$ cat config.mk
export PLATFORM = sky130hd
export DESIGN_NAME = pwm_multi
export DESIGN_NICKNAME = d
export VERILOG_FILES = /design/src/rtl/pwm_pkg.sv /design/src/rtl/pwm_timebase.sv /design/src/rtl/pwm_multi.sv
export SDC_FILE = /design/constraint.sdc
export NUM_CORES = 1
export LEC_CHECK = 0
export CORE_ASPECT_RATIO = 0.75
export CORE_MARGIN = 2
export CORE_UTILIZATION = 30
export CTS_BUF_LIST = sky130_fd_sc_hd__clkbuf_8 sky130_fd_sc_hd__clkbuf_16
export DETAILED_ROUTE_END_ITERATION = 12
export SETUP_SLACK_MARGIN = 0.1
export SLEW_MARGIN = 10
export SYNTH_ARGS = -nofsm -noshare
export SYNTH_HDL_FRONTEND = slang
export SYNTH_SLANG_ARGS = --single-unit
$ cat constraint.sdc
create_clock -name clk -period 5.48 [get_ports clk]
set_input_delay 1.37 -clock clk [delete_from_list [all_inputs] [get_ports clk]]
set_output_delay 1.37 -clock clk [all_outputs]
set_load 0.05 [all_outputs]
$ cat src/rtl/pwm_pkg.sv
// Shared constants for the multi-channel PWM: counting modes, count direction
// and the default datapath sizes.
package pwm_pkg;

   localparam int PWM_WIDTH    = 8;
   localparam int PWM_CHANNELS = 3;

   localparam logic MODE_EDGE   = 1'b0;
   localparam logic MODE_CENTER = 1'b1;

   typedef enum logic {
      DIR_UP   = 1'b0,
      DIR_DOWN = 1'b1
   } dir_e;

endpackage

$ cat src/rtl/pwm_timebase.sv
// Shared PWM timebase: edge- or centre-aligned counter with its active period
// and mode, updated only at a wrap so every period is complete.
module pwm_timebase
   import pwm_pkg::*;
#(
   parameter int WIDTH = PWM_WIDTH
) (
   input  logic             clk,
   input  logic             reset,
   input  logic             enable,
   input  logic             apply,
   input  logic [WIDTH-1:0] period_new,
   input  logic             mode_new,
   output logic [WIDTH-1:0] count,
   output logic             wrap,
   output logic             cycle_start
);

   logic [WIDTH-1:0] count_q, count_d, count_nxt;
   logic [WIDTH-1:0] period_q, period_d;
   logic             mode_q, mode_d;
   dir_e             dir_q, dir_d, dir_nxt;

   always_comb begin
      count_nxt = count_q + WIDTH'(1);
      dir_nxt   = dir_q;
      if (mode_q == MODE_EDGE) begin
         dir_nxt = DIR_UP;
         if (count_q == period_q) count_nxt = '0;
      end else if (period_q == '0) begin
         count_nxt = '0;
      end else if (dir_q == DIR_DOWN) begin
         count_nxt = count_q - WIDTH'(1);
      end else if (count_q == period_q) begin
         count_nxt = count_q - WIDTH'(1);
         dir_nxt   = DIR_DOWN;
      end
      // Reaching zero always restarts counting upward (covers period 1 in centre mode).
      if (count_nxt == '0) dir_nxt = DIR_UP;

      wrap     = !enable || (count_nxt == '0);
      count_d  = enable ? count_nxt : '0;
      dir_d    = enable ? dir_nxt : DIR_UP;
      period_d = period_q;
      mode_d   = mode_q;
      if (wrap && apply) begin
         period_d = period_new;
         mode_d   = mode_new;
      end
   end

   always_ff @(posedge clk) begin
      if (reset) begin
         count_q  <= '0;
         dir_q    <= DIR_UP;
         period_q <= '0;
         mode_q   <= MODE_EDGE;
      end else begin
         count_q  <= count_d;
         dir_q    <= dir_d;
         period_q <= period_d;
         mode_q   <= mode_d;
      end
   end

   assign count       = count_q;
   assign cycle_start = enable && !reset && (count_q == '0);

endmodule

$ cat src/rtl/pwm_multi.sv
// Multi-channel PWM: one shared timebase, double-buffered levels/period/mode
// applied only at a wrap, and one registered compare output per channel.
module pwm_multi
   import pwm_pkg::*;
#(
   parameter int                     WIDTH       = PWM_WIDTH,
   parameter int                     CHANNELS    = PWM_CHANNELS,
   parameter logic [CHANNELS-1:0]    INVERT_MASK = {CHANNELS{1'b0}}
) (
   input  logic                      clk,
   input  logic                      reset,
   input  logic                      enable,
   input  logic                      load,
   input  logic [CHANNELS*WIDTH-1:0] level_in,
   input  logic [WIDTH-1:0]          period_in,
   input  logic                      center_in,
   output logic [CHANNELS-1:0]       out,
   output logic                      cycle_start,
   output logic                      update_pending
);

   logic [CHANNELS*WIDTH-1:0] level_act_q, level_act_d;
   logic [CHANNELS*WIDTH-1:0] level_sh_q, level_sh_d;
   logic [WIDTH-1:0]          period_sh_q, period_sh_d;
   logic                      mode_sh_q, mode_sh_d;
   logic                      pending_q, pending_d;
   logic [CHANNELS-1:0]       out_q, out_d;

   logic [WIDTH-1:0]          count;
   logic                      wrap;
   logic                      apply;
   logic [CHANNELS*WIDTH-1:0] level_new;
   logic [WIDTH-1:0]          period_new;
   logic                      mode_new;

   // A load in the wrap cycle bypasses the shadow and goes straight to active.
   assign apply      = load || pending_q;
   assign level_new  = load ? level_in  : level_sh_q;
   assign period_new = load ? period_in : period_sh_q;
   assign mode_new   = load ? center_in : mode_sh_q;

   pwm_timebase #(
      .WIDTH (WIDTH)
   ) u_timebase (
      .clk         (clk),
      .reset       (reset),
      .enable      (enable),
      .apply       (apply),
      .period_new  (period_new),
      .mode_new    (mode_new),
      .count       (count),
      .wrap        (wrap),
      .cycle_start (cycle_start)
   );

   always_comb begin
      level_act_d = level_act_q;
      level_sh_d  = level_sh_q;
      period_sh_d = period_sh_q;
      mode_sh_d   = mode_sh_q;
      pending_d   = pending_q;
      if (wrap) begin
         if (apply) level_act_d = level_new;
         pending_d = 1'b0;
      end
      if (load) begin
         level_sh_d  = level_in;
         period_sh_d = period_in;
         mode_sh_d   = center_in;
         if (!wrap) pending_d = 1'b1;
      end
   end

   for (genvar i = 0; i < CHANNELS; i++) begin : g_chan
      assign out_d[i] = enable && ((count < level_act_q[i*WIDTH +: WIDTH]) ^ INVERT_MASK[i]);
   end

   always_ff @(posedge clk) begin
      if (reset) begin
         level_act_q <= '0;
         level_sh_q  <= '0;
         period_sh_q <= '0;
         mode_sh_q   <= MODE_EDGE;
         pending_q   <= 1'b0;
         out_q       <= '0;
      end else begin
         level_act_q <= level_act_d;
         level_sh_q  <= level_sh_d;
         period_sh_q <= period_sh_d;
         mode_sh_q   <= mode_sh_d;
         pending_q   <= pending_d;
         out_q       <= out_d;
      end
   end

   assign out            = out_q;
   assign update_pending = pending_q;

endmodule

* Word-level counts from Yosys, hierarchy flattened
Cells that the tools add are included.
** Operators by class
- $lt $le $gt $ge :: 3
- Bitwise logic cells :: 2
- Eq/ne operators :: 1
- Reduce and logical (&&, ||, !) cells :: 16
- Add/subtract/negate cells :: 2
- Multiplexer cells :: 13
** Operators by type and width (count)
- $mux W8 :: 6
- $logic_not A8 Y1 :: 3
- $lt A8 B8 Y1 :: 3
- $mux W24 :: 1
- $add A8 B1 Y8 const B :: 1
- $eq A8 B8 Y1 :: 1
- $sub A8 B1 Y8 const B :: 1
- $logic_and A1 B1 Y1 :: 6
- $mux W1 :: 6
- $reduce_or A4 Y1 :: 1
- $logic_not A1 Y1 :: 2
- $logic_or A1 B1 Y1 :: 2
- $not A1 Y1 :: 2
- $reduce_and A2 Y1 :: 1
- $reduce_or A2 Y1 :: 1
** Storage, ports and cells
- Output and inout bits :: 5
- Bits in registers :: 79

* Logic depth before layout (Yosys ltp)
Gate-level depths: netlist of the first run.
- Depth in word-level cells :: 10
- Mapped depth :: 11
- Gate-level depth less buffers :: 9

* Modules after synthesis
A second synthesis of the first run with hierarchy kept.
** Second synthesis, totals
- Cell total of the unflattened synthesis :: 423
- Area, all modules :: 4071.4 µm²
** By module, submodules not included
- pwm_multi :: area each 2721.4 µm², times used 1, cells an instance 260, seq. area each 1221.2 µm²
- pwm_timebase :: area each 1350.0 µm², times used 1, cells an instance 163, seq. area each 360.3 µm²

* Least setup slack after synthesis of the first run
OpenSTA, ideal clock, no wires.
- Path kind :: input to output
- Start point :: in reset
- End point :: out cycle_start
- Required time :: 4.110 ns
- Path buffers :: 0
- Slack :: 1.980 ns
- Data arrival time :: 2.130 ns
- Stages :: 3
- Cells stage by stage :: nand2b_1 -> nor3_1 -> and3_1
** Between the ends
- Cells in the longest elaborated chain, start to end :: 3
** Ends and longest elaborated chain
- start, declared :: RTL line pwm_multi.sv:11 : input logic reset,
- $logic_not A1 Y1 :: RTL line pwm_timebase.sv:67 : assign cycle_start = enable && !reset && (count_q == '0);
- $logic_and A1 B1 Y1 (2 in a row) :: RTL line pwm_timebase.sv:67
- end, declared :: RTL line pwm_multi.sv:18 : output logic cycle_start,
No other way between the ends.

* Final worst setup path of the first run
- Start point :: in enable
- End point :: out cycle_start
** Between the ends
- Cells in the longest elaborated chain, start to end :: 2
** Ends and longest elaborated chain
- start, declared :: RTL line pwm_multi.sv:12 : input logic enable,
- $logic_and A1 B1 Y1 (2 in a row) :: RTL line pwm_timebase.sv:67
No other way between the ends.

==> results, run 1 <==
- The capture point of the worst reg-to-reg path is u_timebase.period_q[1].
- Grouping stages by cell kind, the critical path spends the most delay in buffers and inverters.
- Summed over all nets, the half-perimeter wirelength after detailed placement is 5810 µm.
- The register-to-register path setup slack is 1720 ps.
- For this design the static power due to leakage is 2.09 nW.
- The ratio of total power to cell area is 611 mW/mm².
- STA classifies the critical path startpoint as an input port.
- In the post-synthesis netlist, the cell with the most instances is sky130_fd_sc_hd__dfxtp_1.
- Clock-pin slew was measured on the worst setup and hold paths at 60 ps.
- The final clock skew is 4.15 ps.
- The routed design could run at a clock period as short as 4450 ps.
- The utilization after layout is 36.5%.
- In this run, synthesis inferred 0 flip-flops with an integrated enable.
- In this run the most critical hold path is launched from period_sh_q[0].
- Using the TritonRoute via totals, the vias-per-cell ratio works out to 4.68.
- The worst register-to-register path begins at u_timebase.count[2].
- The final weighted congestion in routability-driven placement is 0.810.
- The final number of hold-violating endpoints is 0.
- Setup repair after global routing left no endpoint under its margin.
- The worst hold path passes through 2 cells.
- For this design the top-level I/O count stands at 42.
- The combined buffer and inverter count along the critical path is 2.
- Among all flip-flop cells after synthesis, the most frequent one is sky130_fd_sc_hd__dfxtp_1.
- Summed over its instances, the top area cell type makes up 38.4% of the synthesized netlist area.
- Walking the worst path, the cells encountered are clkdlybuf4s50_1, nand2b_1, nor3_1, and3_1, clkdlybuf4s50_1.
- Once detail routing completed, the nets flagged for antenna violations numbered 0.
- The die boundary height is 105 µm.
- The initial utilization of the core area, before any placement, comes to 30.3%.
- The pin count of the biggest net entering global routing is 67.
- The synthesized area is 0.00412 mm².
- The number of antenna diodes in the final layout is 0.
- Once the clock tree was built, the setup fixing pass inserted 0 buffers.
- Detailed routing inserted a total of 2908 vias.
- The number of cells on the worst reg-to-reg path is 8.
- Of the total power, the share spent switching nets is 36.5%.
- The part of the power in registers is 26.8%.
- The number of distinct library cells after synthesis is 47.
- For hold timing, the worst endpoint is period_sh_q[0].
- The final layout net count is 502.
- Data on the critical path is required at its endpoint by 4110 ps.
- The first routing iteration left 163 violations.
- The number of cells in the design after placement is 605.
- The endpoint class of the critical path is a primary output.
- The run finished with clean final reports.
- The async set-or-reset flop fraction in the synthesized netlist is 0%.
- The final critical path takes up 81.3% of the cycle.
- The critical path start-end classification is in2out.
- The number of antenna violations at the first check in global routing was 0.
- The commonest cells after synthesis are sky130_fd_sc_hd__dfxtp_1, sky130_fd_sc_hd__nor2_1, sky130_fd_sc_hd__mux2i_1.
- In this run the horizontal extent of the chip is 139 µm.
- The warning count from the yosys run is 0.
- When the netlist entered floorplanning its net count stood at 468.
- The setup-violating endpoint count in the final report is 0.
- The tree built by TritonCTS fans out to 79 sinks.
- The kind of path behind the tightest hold check is reg2reg.
- After synthesis, the cell types taking the most area are sky130_fd_sc_hd__dfxtp_1, sky130_fd_sc_hd__mux2_4, sky130_fd_sc_hd__mux2i_1, sky130_fd_sc_hd__ha_1, sky130_fd_sc_hd__nor2_1.
- Synthesis inferred 79 register bits.
- The share of the Yosys chip area taken by registers is 38.4%.
- A synthesized cell averages 10.1 µm².
- The region available for standard cell placement spans 0.0136 mm².
- Once layout is complete, the cells apart from fillers number 621.
- The die outline area is 0.0147 mm².
- Hold repair after CTS inserted 0 buffers.
- The final-report max-slew violation count is 0.
- Once the clock tree was built, the resizer swapped 0 gates to a different size.
- The total power is 3.02 mW.
- The clock buffer count from CTS is 9.
- Input and output buffers added on the ports amount to 41.
- Cells with a size suffix above 1 make up 15.7% of the layout.
- The highest clock frequency the design can meet is 225 MHz.
- The slowest stage of the critical path belongs to the cell sky130_fd_sc_hd__clkdlybuf4s50_1.
- For the worst setup path, the data arrival time is 3080 ps.
- In this run the worst path has a maximum fanout of 2.
- The maximum count of clock buffers along a single path is 2.
- Summed over all nets, the switching power comes to 1.10 mW.
- The relative contribution of the clock network to total power is 22.4%.
- The H-tree was split into 3 levels.
- Cell internal power was estimated by the tool at 1.92 mW.
- The first-pass GRT wire length is 14500 µm.
- Before antenna repair, the detailed router went through 4 iterations.
- Of the total power, combinational logic draws 50.8%.
- The total DRC errors in the routed layout is 0.
- Wires add up to 8650 µm.
- The worst-skew pair later-pin latency is 330 ps.
- The root cell of the clock tree is sky130_fd_sc_hd__clkbuf_16.
- Dividing the detail-routed wire length by the instance count gives 13.9 µm.
- The total negative setup slack is 0 ps.
- The most numerous cell on the critical path is sky130_fd_sc_hd__clkdlybuf4s50_1.
- Headroom to the max-slew limit came out at 30.4%.
- The synthesis-to-layout area growth is 20.1%.
- The number of global-route vias before repair was 2897.
- The cell taking the most area after synthesis is sky130_fd_sc_hd__dfxtp_1.
- The global router's overall resource usage is 12.3%.
- The worst-case IR drop observed on VDD is 0.261 mV.
- TritonCTS built the clock tree.
- The initialized floorplan defines 37 standard-cell rows.
- Max-cap violations in this run came to 0.
- The delay of the slowest critical-path stage is 830 ps.
- At the pin with the least slew margin, the transition time is 1040 ps.
- The cell count after synthesis came out at 407.
- The aggregate global routing overflow is 0.
-- flip-flops by register name, indices dropped and copies added (netlist names) --
signal	flops
period_sh_q	8
mode_sh_q	1
level_sh_q	24
u_timebase.count	8
level_act_q	24
u_timebase.mode_q	1
u_timebase.period_q	8
out	3
u_timebase.dir_q	1
update_pending	1
-- layer usage --
metal | share of wire, % | up-vias | wire [µm] | GRT usage (%)
met5 | 0 | - | 0 | 0
met4 | 1.4 | 0 | 123 | 4.04
met3 | 4.4 | 14 | 381 | 3.54
met2 | 42 | 62 | 3620 | 17.4
met1 | 52 | 1355 | 4530 | 17.8
li1 | - | 1477 | - | -
-- per-stage QoR --
| step | area (µm²) | setup WS [ps] | hold WS [ps] |
|---|---|---|---|
| 2_1_floorplan | 4120 | 1980 | 465 |
| 3_3_place_gp | 4600 | 1030 | 494 |
| 3_5_place_dp | 4600 | 1010 | 490 |
| 4_1_cts | 4940 | 1010 | 504 |
| 5_1_grt | 4940 | 948 | 551 |
| 6_report | 4940 | 1030 | 505 |
-- final cells by class --
type / count / area (µm²)
sequential: 79 / 1580
clock inverter: 3 / 63.8
tap: 175 / 219
fill: 1327 / 8620
clock buffer: 13 / 280
inverter: 26 / 97.6
multi-input combinational: 281 / 2280
timing repair buffer: 44 / 423
-- worst reg2reg max path, delay by kind of cell, from the launching register on --
family | cells | cell delay, ps
AOI/OAI and AO/OA | 4 | 1750
DFF | 1 | 770
and+or+nand+nor | 2 | 480
muxes | 1 | 430
xor gates and xnor gates | 1 | 210
-- cell usage in the layout, fill, tap and decap left out, drive strengths merged, types with 10 or more instances in the layout --
| cell | netlist | routed |
|---|---|---|
| nor2b | 14 | 14 |
| clkdlybuf4s50 | 0 | 39 |
| clkbuf | 13 | 13 |
| dfxtp | 79 | 79 |
| nand2 | 12 | 12 |
| a21o | 22 | 22 |
| ha | 24 | 24 |
| mux2 | 34 | 34 |
| mux2i | 33 | 33 |
| inv | 26 | 27 |
| xnor2 | 10 | 10 |
| nor2 | 64 | 64 |
-- power by group through the flow --
stage	logic [mW]	clock network (mW)	registers (mW)
2_1_floorplan	1.37	0	0.804
3_3_place_gp	1.51	0	0.817
3_5_place_dp	1.54	0	0.821
4_1_cts	1.55	0.689	0.810
5_1_grt	1.69	0.721	0.825
6_report	1.54	0.676	0.809
-- worst max path at each step --
stage,cells past startpoint,start,end
floorplan,3,reset,cycle_start
global placement,5,enable,cycle_start
detailed placement,5,enable,cycle_start
CTS,5,enable,cycle_start
global route,5,enable,cycle_start
finish,5,enable,cycle_start
-- cell families (layout without fill, tap and decap cells) --
kind of cell	Yosys count	in the layout	synth area share, %
flops	79	79	38.4
simple gates	124	124	14.8
mux	67	67	20.1
xor+xnor	14	14	3.16
fa+ha+maj	24	24	7.29
buf+inv	47	86	6.23
compound gates	52	52	10.1
Power figures use the tool's default switching activity.
==> run 2, diff against run 1 <==
Clock period 5.48 ns to 4.5 ns, I/O delays scaled along.
==> results, run 2 (synthesis gave the netlist of run 1 again) <==
- The number of antenna diodes in the final layout is 0.
- Per report_power, the combinational group accounts for 53.2% of the total.
- The number of setup buffers added after CTS is 0.
- The library cells used most frequently in the layout, excluding fill and tap cells, are sky130_fd_sc_hd__dfxtp_1, sky130_fd_sc_hd__nor2_1, sky130_fd_sc_hd__clkdlybuf4s50_1.
- The completed layout was analyzed and its total power is 3.65 mW.
- The initial core utilization is 30.3%.
- The clock net in this run drives a total of 79 sinks.
- IR analysis of the VDD net gives a maximum drop of 0.241 mV.
- Once the clock tree was built, the resizer swapped 0 gates to a different size.
- Dividing the detail-routed via count by the number of cells gives 4.62.
- The proportion of layout cells with a drive suffix above 1 is 16.7%.
- The die boundary height is 105 µm.
- The internal portion of total power is 2.28 mW.
- The kind of path behind the tightest hold check is reg2reg.
- The slew at the pin closest to its max-slew limit is 666 ps.
- The pin count of the biggest net entering global routing is 67.
- The synthesis-to-layout area growth is 20.2%.
- Net switching is 37.5% of the power.
- For this block, the via count after detailed routing is 2890.
- The number of design-rule violations left by the first detailed-router iteration is 115.
- The clock-pin slew on the worst setup and hold paths is 60 ps.
- The number of H-tree branching levels is 3.
- The final-report max-slew violation count was 0.
- The number of hold-repair buffers added at the cts stage is 0.
- After detailed routing, the average wire length per cell comes to 14.1 µm.
- The maximum count of clock buffers along a single path is 2.
- The core box area is 0.0136 mm².
- Counting tap cells, the placed design contains a total of 609 instances.
- For this design the static power due to leakage is 2.10 nW.
- Of the available clock period, the critical path in the final layout requires 77.4%.
- Timing analysis after detailed placement gives a worst setup slack of 1120 ps.
- Port buffering added 41 buffers.
- The path with the worst hold slack has its endpoint at level_sh_q[11].
- The run finished with clean final reports.
- The final critical-path setup slack is 1020 ps.
- The total DRC errors in the routed layout is 0.
- The register-to-register path setup slack is 1020 ps.
- Setup repair after global routing left no endpoint under its margin.
- Based on the critical path, the design can be clocked at up to 287 MHz.
- Dividing total power by cell area gives a power density of 737 mW/mm².
- The number of clock buffers added by TritonCTS is 9.
- The filler cells instantiated in the layout total 1381.
- For the finished layout, the period the worst path requires is 3480 ps.
- After floorplanning, the core was divided into 37 placement rows.
- Of the total power, the clock network draws 20.4%.
- The placed wire-length estimate after detailed placement is 6190 µm.
- The critical path start-end classification is reg2reg.
- At the worst endpoint, the arrival time is 3700 ps.
- For this run the aggregate overflow at the end of global routing stands at 0.
- STA classifies the critical path startpoint as a flop.
- The area used by multi-input combinational logic is 0.00228 mm².
- The first TritonRoute pass finished after 4 iterations.
- The routed design has 8800 µm of wire.
- The cell sitting at the root of the clock tree is a sky130_fd_sc_hd__clkbuf_16.
- The final standard cell count with taps included and fillers excluded is 625.
- The I/O pin count is 42.
- The largest registers in the layout are level_act_q: 24 flops, level_sh_q: 24 flops.
- In this run the most critical hold path is launched from level_sh_q[11].
- The final weighted congestion in routability-driven placement is 0.852.
- The maximum fanout along the worst path is 20.
- The final clock skew is 6.74 ps.
- The worst-skew pair later-pin latency is 330 ps.
- The most common cell after layout, fill and taps aside is sky130_fd_sc_hd__dfxtp_1.
- The number of nets with antenna violations after routing is 0.
- The die outline area is 0.0147 mm².
- The number of maximum-capacitance violations is 0.
- The area occupied by registers is 0.00158 mm².
- Setup total negative slack on the finished layout was measured at 0 ps.
- The final number of hold-violating endpoints is 0.
- The CTS tree is done.
- The number of global-route vias before repair is 2969.
- After the last flow step, the layout net total stands at 506.
- Measured in cells, the most critical reg-to-reg path has a length of 9.
- The capture point of the worst reg-to-reg path is u_timebase.period_q[2].
- The headroom to the max-slew limit is 55.6%.
- The launching point of the worst reg2reg path is u_timebase.count[6].
- Setup violations remaining at the end of the flow were counted as 0.
- From left edge to right edge, the die measures 139 µm.
- STA classifies the critical path endpoint as a flop.
- Counting instances, the worst hold path has a depth of 2.
- The analysis attributes to net switching a power of 1.37 mW.
- Of the total power, registers draw 26.4%.
- The data required time at the worst endpoint is 4720 ps.
- The number of antenna violations at the first check in global routing came to 0.
- The first global-routing pass estimated 15000 µm of wire.
- The global router's overall resource usage is 12.8%.
[run 2: final cells by class]
cell class,instances,area share [%]
Clock buffer,11,5.11
Timing Repair Buffer,48,9.35
Tap cell,175,4.42
Sequential cell,79,32.0
Clock inverter,5,1.14
Multi-Input combinational cell,281,46.1
Inverter,26,1.97
[run 2: how the worst max path moves through the flow]
stage                                    from                      to  slack, ps  depth (start not counted)
after floorplan                         reset             cycle_start       1490                          3
after global placement                 enable             cycle_start       1120                          5
after detailed placement  u_timebase.count[6]  u_timebase.period_q[2]       1120                          9
after CTS                 u_timebase.count[6]  u_timebase.period_q[2]       1050                          9
after global routing      u_timebase.count[4]  u_timebase.period_q[2]        860                          9
final                     u_timebase.count[6]  u_timebase.period_q[2]       1020                          9
[run 2: power by group through the flow]
stage	sequential, mW	clock [mW]	combinational (mW)
6_report	0.964	0.744	1.94
5_1_grt	0.984	0.794	2.13
4_1_cts	0.964	0.762	1.95
3_5_place_dp	0.978	0	1.93
3_3_place_gp	0.976	0	1.91
2_1_floorplan	0.979	0	1.67
[run 2: layer usage]
metal	routed length (µm)	share of wire [%]	vias up	global-route usage (%)
met1	4440	50	1323	17.9
li1	-	-	1480	-
met4	138	1.6	0	4.76
met2	3670	42	72	18.6
met3	553	6.3	15	3.77
met5	0	0	-	0
[run 2: metrics by stage]
step	cell area [µm²]	util, %	hold WS (ps)
floorplan	4120	-	465
global placement	4640	34.2	501
detailed placement	4640	34.2	501
CTS	4950	36.5	515
global route	4950	36.5	544
finish	4950	36.5	515
[run 2: worst max-delay path: stages, from the launching register on]
cell	delay [ps]
sky130_fd_sc_hd__dfxtp_1	640
sky130_fd_sc_hd__xnor2_1	210
sky130_fd_sc_hd__nand4_1	220
sky130_fd_sc_hd__o22ai_2	400
sky130_fd_sc_hd__o32ai_1	160
sky130_fd_sc_hd__a211oi_1	300
sky130_fd_sc_hd__and4_4	280
sky130_fd_sc_hd__a41o_2	520
sky130_fd_sc_hd__buf_12	250
sky130_fd_sc_hd__mux2_2	350
==> run 3, diff against run 2 <==
Clock period 4.5 ns to 3.2 ns, I/O delays scaled along.
==> results, run 3 (synthesis gave the netlist of run 1 again) <==
- The flow ran to the end, and the final reports show no timing, DRC or antenna violations.
- The most common cell after layout, fill and taps aside is sky130_fd_sc_hd__dfxtp_1.
- The first-pass GRT wire length is 15000 µm.
- Buffers added to address setup during post-CTS repair amount to 0.
- Summing over every cut layer, the via total after detailed routing is 2913.
- Across the VDD grid, the largest voltage drop is 0.388 mV.
- The clock-pin slew on the worst setup and hold paths is 60 ps.
- The final-report max-slew violation count was 0.
- The top cell family by delay on the critical path is compound AO/OA/AOI/OAI gates.
- In this run the clock root is driven by a sky130_fd_sc_hd__clkbuf_16.
- STA classifies the critical path endpoint as a flop.
- The worst-skew pair later-pin latency is 340 ps.
- The number of antenna violations at the first check in global routing was 0.
- The delay of the slowest critical-path stage is 460 ps.
- The cell with the largest stage delay on the worst path is sky130_fd_sc_hd__dfxtp_1.
- Final hold analysis gives a worst-case slack of 513 ps.
- Buffers inserted to repair hold after CTS numbered 0.
- The die width is 139 µm.
- Summed over all cells, the static leakage comes to 2.15 nW.
- The aggregate global routing overflow is 0.
- The critical path data arrival time is 3140 ps.
- Fill cells in the final layout number 1325.
- Headroom to the max-slew limit came out at 53.5%.
- The number of global-route vias before repair is 2882.
- The clock buffer count from CTS is 9.
- The count of buffers added on input and output ports is 41.
- The final critical path time including I/O delays and setup is 2910 ps.
- The total DRC errors in the routed layout is 0.
- Setup repair after global routing left no endpoint under its margin.
- The placed wire-length estimate after detailed placement is 6480 µm.
- At the pin with the least slew margin, the transition time is 698 ps.
- The final layout contains routed wiring with a total length of 9080 µm.
- The number of maximum-capacitance violations is 0.
- The number of buffers and inverters on the critical path is 1.
- Setup violations remaining at the end of the flow were counted as 0.
- The tightest min-delay check is of the reg2reg type.
- The number of design-rule violations left by the first detailed-router iteration is 184.
- The die covers 0.0147 mm².
- Post-CTS repair changed the size of 0 cells.
- The critical path start-end classification is reg2reg.
- The ratio of total power to cell area is 1060 mW/mm².
- The maximum fanout along the worst path is 20.
- Cells fill 37.2% of the core in the end.
- The synthesis-to-layout area growth is 22.6%.
- The die is 105 µm tall.
- In the final routed layout, each cell accounts on average for 14.4 µm.
- STA classifies the critical path startpoint as a flop.
- The global router's overall resource usage is 12.9%.
- Entering global routing, the biggest net connects 67 pins.
- At the end of routability-driven placement, the weighted congestion stood at 0.873.
- In this run the count of I/O pins placed on the die edge is 42.
- TritonCTS built the clock tree.
- Of the available clock period, the critical path in the final layout requires 91.0%.
- The number of H-tree branching levels is 3.
- In the final design database the tool counted 513 nets.
- The initialized floorplan defines 37 standard-cell rows.
- In the final layout, the share of cells above drive strength 1 is 18.0%.
- Once the floorplan was initialized, standard cells occupied 30.3% of the core.
- The average via count per standard cell is 4.62.
- For the worst setup path, the data required time is 3430 ps.
- 0 antenna diodes ended up in the layout.
- Static timing analysis puts the maximum clock frequency at 343 MHz.
- The largest registers in the layout are level_act_q: 24 flops, level_sh_q: 24 flops.
- Traced cell by cell, the critical path runs through xnor2_1, nand4_1, o22ai_2, o32ai_1, a211oi_1, and4_4, a41o_2, buf_12, mux2_2.
- The final number of hold-violating endpoints is 0.
- The total negative setup slack is 0 ps.
- CTS saw 79 sinks.
- Once detail routing completed, the nets flagged for antenna violations numbered 0.
- On the final layout, the worst clock skew is 9.23 ps.
- Leaving out fill and tap cells, the most frequent cells in the layout are sky130_fd_sc_hd__dfxtp_1, sky130_fd_sc_hd__nor2_1, sky130_fd_sc_hd__clkdlybuf4s50_1.
- Counting along the longest clock path gives a buffer depth of 2.
- The core box area is 0.0136 mm².
- The count of TritonRoute iterations in the first routing pass is 4.
-- run 3: path summary, 6_finish.rpt --
kind                                           from                      to  slack [ps]  cells after the start
worst min register to register        level_sh_q[5]           level_sh_q[5]         510                      2
worst max-delay path            u_timebase.count[0]  u_timebase.period_q[2]         290                      9
worst min-delay path                  level_sh_q[5]           level_sh_q[5]         510                      2
worst max register to register  u_timebase.count[0]  u_timebase.period_q[2]         290                      9
-- run 3: worst min-delay path, stage by stage (launching register included) --
cell                      delay (ps)
sky130_fd_sc_hd__dfxtp_1         310
sky130_fd_sc_hd__mux2i_1          60
sky130_fd_sc_hd__nor2_1          110
-- run 3: per-layer routing --
layer  GRT usage, %  part of all wire [%]
met2           18.5                    41
met3           3.59                   4.9
met5              0                     0
met4           4.47                   1.3
met1           18.6                    53
-- run 3: report_power, final --
group	total [mW]	switching [mW]	internal (mW)
registers	1.33	0.125	1.21
logic	2.87	1.44	1.43
clock network	1.13	0.409	0.725
total	5.34	1.98	3.36
-- run 3: area by class of cell --
class | count | area, µm² | share of cell area, %
Tap cell | 175 | 219 | 4.34
Inverter | 26 | 97.6 | 1.93
Clock buffer | 11 | 253 | 5.01
Timing Repair Buffer | 55 | 541 | 10.7
Clock inverter | 4 | 77.6 | 1.54
Multi-Input combinational cell | 281 | 2280 | 45.2
Sequential cell | 79 | 1580 | 31.3
-- run 3: metrics by stage --
| stage | setup slack (ps) | power (mW) | area (µm²) | cells |
|---|---|---|---|---|
| floorplan | 669 | 3.72 | 4120 | 407 |
| global placement | 396 | 4.19 | 4720 | 616 |
| detailed placement | 339 | 4.20 | 4720 | 616 |
| CTS | 316 | 5.37 | 5050 | 631 |
| global route | 113 | 5.68 | 5050 | 631 |
| finish | 287 | 5.34 | 5050 | 631 |
==> RTL edit 1: new RTL, settings of run 3 <==
Reset style: asynchronous (`reset`), changed in 2 clocked blocks.
--- a/src/rtl/pwm_timebase.sv
+++ b/src/rtl/pwm_timebase.sv
@@ -49,7 +49,7 @@
       end
    end
 
-   always_ff @(posedge clk) begin
+   always_ff @(posedge clk or posedge reset) begin
       if (reset) begin
          count_q  <= '0;
          dir_q    <= DIR_UP;
--- a/src/rtl/pwm_multi.sv
+++ b/src/rtl/pwm_multi.sv
@@ -75,7 +75,7 @@
       assign out_d[i] = enable && ((count < level_act_q[i*WIDTH +: WIDTH]) ^ INVERT_MASK[i]);
    end
 
-   always_ff @(posedge clk) begin
+   always_ff @(posedge clk or posedge reset) begin
       if (reset) begin
          level_act_q <= '0;
          level_sh_q  <= '0;
Behaviour: differs if reset is asserted again (counterexample within 4 cycles, from zero or initial values and one cycle with reset high); with reset held inactive, the same outputs for 10 cycles.
==> RTL edit 1 against run 3 <==
- power shrank 14%
- count of clock-buffer cells in the layout is the same
- routed wire length grew 2.7%
- clock skew is essentially flat
- first-iteration DRC count grew 16%
- combinational power shrank 34%
- setup slack lost 210 ps
- critical endpoint is now level_act_q[5]$_DFFE_PP0P_
- final area grew 7.6%
- fmax shrank 6.6%
- largest power group unchanged
- critical path depth grew 3
- synthesized area grew 0.55%
- sequential cell count is the same
- sequential power grew 14%
==> RTL edit 1: results (changes against run 3) <==
outcome:
  outcome: "finished, final reports clean"  # unchanged
logic_synthesis:
  synth_ff_type: "dfrtp_1"  # was dfxtp_1
  yosys-top-cells-area: "dfrtp_1 (48%), mux2_4 (11%), mux2_2 (9.8%)"  # was dfxtp_1 (38%), mux2_4 (11%), mux2i_1 (8.0%)
  seq_area_frac_synth: 0.478  # was 0.384
  async_flop_share: 1.00  # was 0
  synth_nets: 395  # was 468
  yosys-top-cells-count: "dfrtp_1 (79), mux2_2 (36), mux2_4 (30)"  # was dfxtp_1 (79), nor2_1 (64), mux2i_1 (33)
power:
  seq-power_mw: 1.52  # was 1.33 mW
  p_leak_nw: 2.60  # was 2.15 nW
  power_frac_clock: 0.257  # was 0.212
  power_switching_mw: 1.42  # was 1.98 mW
timing:
  worstMarginPinSlew_ps: 999  # was 698 ps
hold_path:
  hold_depth: 1  # was 2
  min_to: "level_sh_q[0]$_DFF_PP0_"  # was level_sh_q[5]$_SDFF_PP0_
route:
  drt-total-wl_um: 9320  # was 9080 µm
  drt-initial-drc-count: 214  # was 184
layout:
  drive_above_1_share: 0.336  # was 0.180
  fin_nets: 468  # was 513
place:
  place.gp.congestion: 0.911  # was 0.873
  post-place-ws_ps: -25.0  # was 339 ps
  dpl.hpwl_um: 5920  # was 6480 µm
worst_setup_path:
  cp_max_fo: 8  # was 20
  startpoint: "u_timebase.period_q[0]$_DFFE_PP0P_"  # was u_timebase.count[0]$_SDFF_PN0_
  slowest_stage: "o41ai_4"  # was dfxtp_1
  crit_arrival_ps: 3340  # was 3140 ps
  r2r-end: "level_act_q[5]$_DFFE_PP0P_"  # was u_timebase.period_q[2]$_SDFFE_PP0P_
global_routing:
  grt_max_degree: 80  # was 67
cts:
  cts_resized: 5  # was 0
## RTL edit 1: cell count changes in the layout (fill, tap and decap cells not counted), moves of 16 or more
cell,run 3,this run
dfxtp_1,79,0
nor2_1,64,14
mux2i_1,33,1
mux2_2,4,36
buf_4,12,28
dfrtp_1,0,74
## RTL edit 1: per-stage QoR
step	hold WS (ps)	total power, mW	util	instance area, µm²	cells
2_1_floorplan	468	2.75	-	4150	334
3_3_place_gp	486	3.08	0.355	4830	550
3_5_place_dp	487	3.12	0.355	4830	550
4_1_cts	499	4.42	0.385	5240	569
5_1_grt	508	4.87	0.399	5430	586
6_report	494	4.58	0.399	5430	586
## RTL edit 1: cell type report
type | count | area [µm²]
flip-flops and latches | 79 | 1980
repair buffers | 76 | 753
well taps | 175 | 219
inverters | 26 | 101
multi-input cells | 215 | 2030
clock inverters | 4 | 93.8
clock buffers | 11 | 253
fillers | 1300 | 8180
## RTL edit 1: logic make-up after synthesis
group	count (synthesis)	synth area share
buf+inv	40	0.0429
compound gates	50	0.0958
mux	67	0.209
fa+ha+maj	24	0.0726
xor+xnor	10	0.0212
flops	79	0.478
simple gates	64	0.0807
## RTL edit 1: how the worst max path moves through the flow
stage,endpoint,depth (start not counted),slack (ps)
2_1_floorplan,cycle_start,3,-80
3_3_place_gp,u_timebase.period_q[6]$_DFFE_PP0P_,10,20
3_5_place_dp,u_timebase.period_q[6]$_DFFE_PP0P_,10,-20
4_1_cts,u_timebase.period_q[6]$_DFFE_PP0P_,10,140
5_1_grt,level_act_q[15]$_DFFE_PP0P_,11,-5
6_report,level_act_q[5]$_DFFE_PP0P_,12,80
## RTL edit 1: layer usage
metal  global-route usage  share of wire
met1                0.183           0.49
met2                0.190           0.44
met3               0.0436          0.062
met4               0.0421         0.0055
met5                    0              0
==> RTL edit 2: new RTL, config.mk and constraints of run 3 <==
Without the edit above. The package constant `PWM_WIDTH` goes from 8 to 10.
--- a/src/rtl/pwm_pkg.sv
+++ b/src/rtl/pwm_pkg.sv
@@ -2,7 +2,7 @@
 // and the default datapath sizes.
 package pwm_pkg;
 
-   localparam int PWM_WIDTH    = 8;
+   localparam int PWM_WIDTH    = 10;
    localparam int PWM_CHANNELS = 3;
 
    localparam logic MODE_EDGE   = 1'b0;
Interface: changed (resized level_in and period_in); port bits go from 42 to 50. No check against the original RTL was run, so the function may have changed too.
==> RTL edit 2 against run 3 <==
- final area is 13% higher
- die area is 11% higher
- setup slack better by 5.6 ps
- sequential cell count is 18 higher
- power is 5.7% lower
- clock power is 4% higher
- synthesized area is 12% higher
- utilization is 0.34 points higher
- routed wire length is 19% higher
- critical path depth stayed put
- count of clock-buffer cells in the layout stayed put
- highest routed layer unchanged
- sequential share of layout area is 2.9 points higher
==> RTL edit 2: results (changes against run 3) <==
global_routing:
  use_met3: 0.0407  # was 0.0359
  grt_max_degree: 43  # was 67
  track_usage: 0.139  # was 0.129
  grtUsageMet1: 0.189  # was 0.186
  grt_pass1_vias: 3562  # was 2,882
  met2_usage: 0.214  # was 0.185
  grt_first_pass_wirelength_um: 18100  # was 15,000 µm
power:
  power_frac_comb: 0.445  # was 0.538
  clk-power_mw: 1.17  # was 1.13 mW
  p_leak_nw: 2.34  # was 2.15 nW
  netSwitchingFraction: 0.379  # was 0.371
layout:
  buf_share: 0.113  # was 0.107
  inv_count: 32  # was 26
  fillers: 1536  # was 1,325
  ff_latch_area_um2: 1940  # was 1580 µm²
  clock_area_frac: 0.0581  # was 0.0654
  drive_above_1_share: 0.0914  # was 0.180
  fin_nets: 594  # was 513
  seq_cell_count: 97  # was 79
  top_regs: "level_act_q: 30 flops, level_sh_q: 30 flops"  # was level_act_q: 24 flops, level_sh_q: 24 flops
worst_setup_path:
  regToRegStartpoint: "u_timebase.count[3]$_SDFF_PN0_"  # was u_timebase.count[0]$_SDFF_PN0_
place:
  place_inst: 714  # was 616
  numPortBuffers: 49  # was 41
  placed_cell_area_um2: 5340  # was 4720 µm²
  place.gp.congestion: 0.886  # was 0.873
  dpl.hpwl_um: 7830  # was 6480 µm
logic_synthesis:
  synth_nets: 545  # was 468
timing:
  worstMarginPinSlew_ps: 713  # was 698 ps
  fin_skew_ps: 6.12  # was 9.23 ps
outcome:
  outcome: "finished, final reports clean"  # unchanged
route:
  vias_per_cell: 4.84  # was 4.62
  dr_wl_met2_um: 4630  # was 3700 µm
  dr.pass1.iters: 6  # was 4
  drt-total-wl_um: 10800  # was 9080 µm
hold_path:
  worst_hold_startpoint: "level_act_q[29]$_SDFFE_PP0P_"  # was level_sh_q[5]$_SDFF_PP0_
floorplan:
  die_area_um2: 16300  # was 14,700 µm²
cts:
  cts_resized: 1  # was 0
[RTL edit 2: stage by stage]
stage,util,worst slack [ps]
after floorplan,-,153
after global routing,0.376,113
after detailed placement,0.353,233
final,0.376,293
after CTS,0.375,127
after global placement,0.353,351
[RTL edit 2: logic make-up (layout without fill, tap and decap cells)]
logic type,Yosys count,count (layout),synth area share
muxes,42,42,0.0917
and+or+nand+nor,115,115,0.125
DFF,97,97,0.422
buffers and inverters,60,114,0.0610
AOI/OAI and AO/OA,113,113,0.192
xor gates and xnor gates,15,15,0.0286
adders and majority gates,29,29,0.0789
[RTL edit 2: final timing paths]
kind	depth (start not counted)	slack, ps	endpoint
worst max-delay path	9	290	level_act_q[28]$_SDFFE_PP0P_
worst min-delay path	1	480	level_act_q[29]$_SDFFE_PP0P_
worst max register to register	9	290	level_act_q[28]$_SDFFE_PP0P_
worst min register to register	1	480	level_act_q[29]$_SDFFE_PP0P_
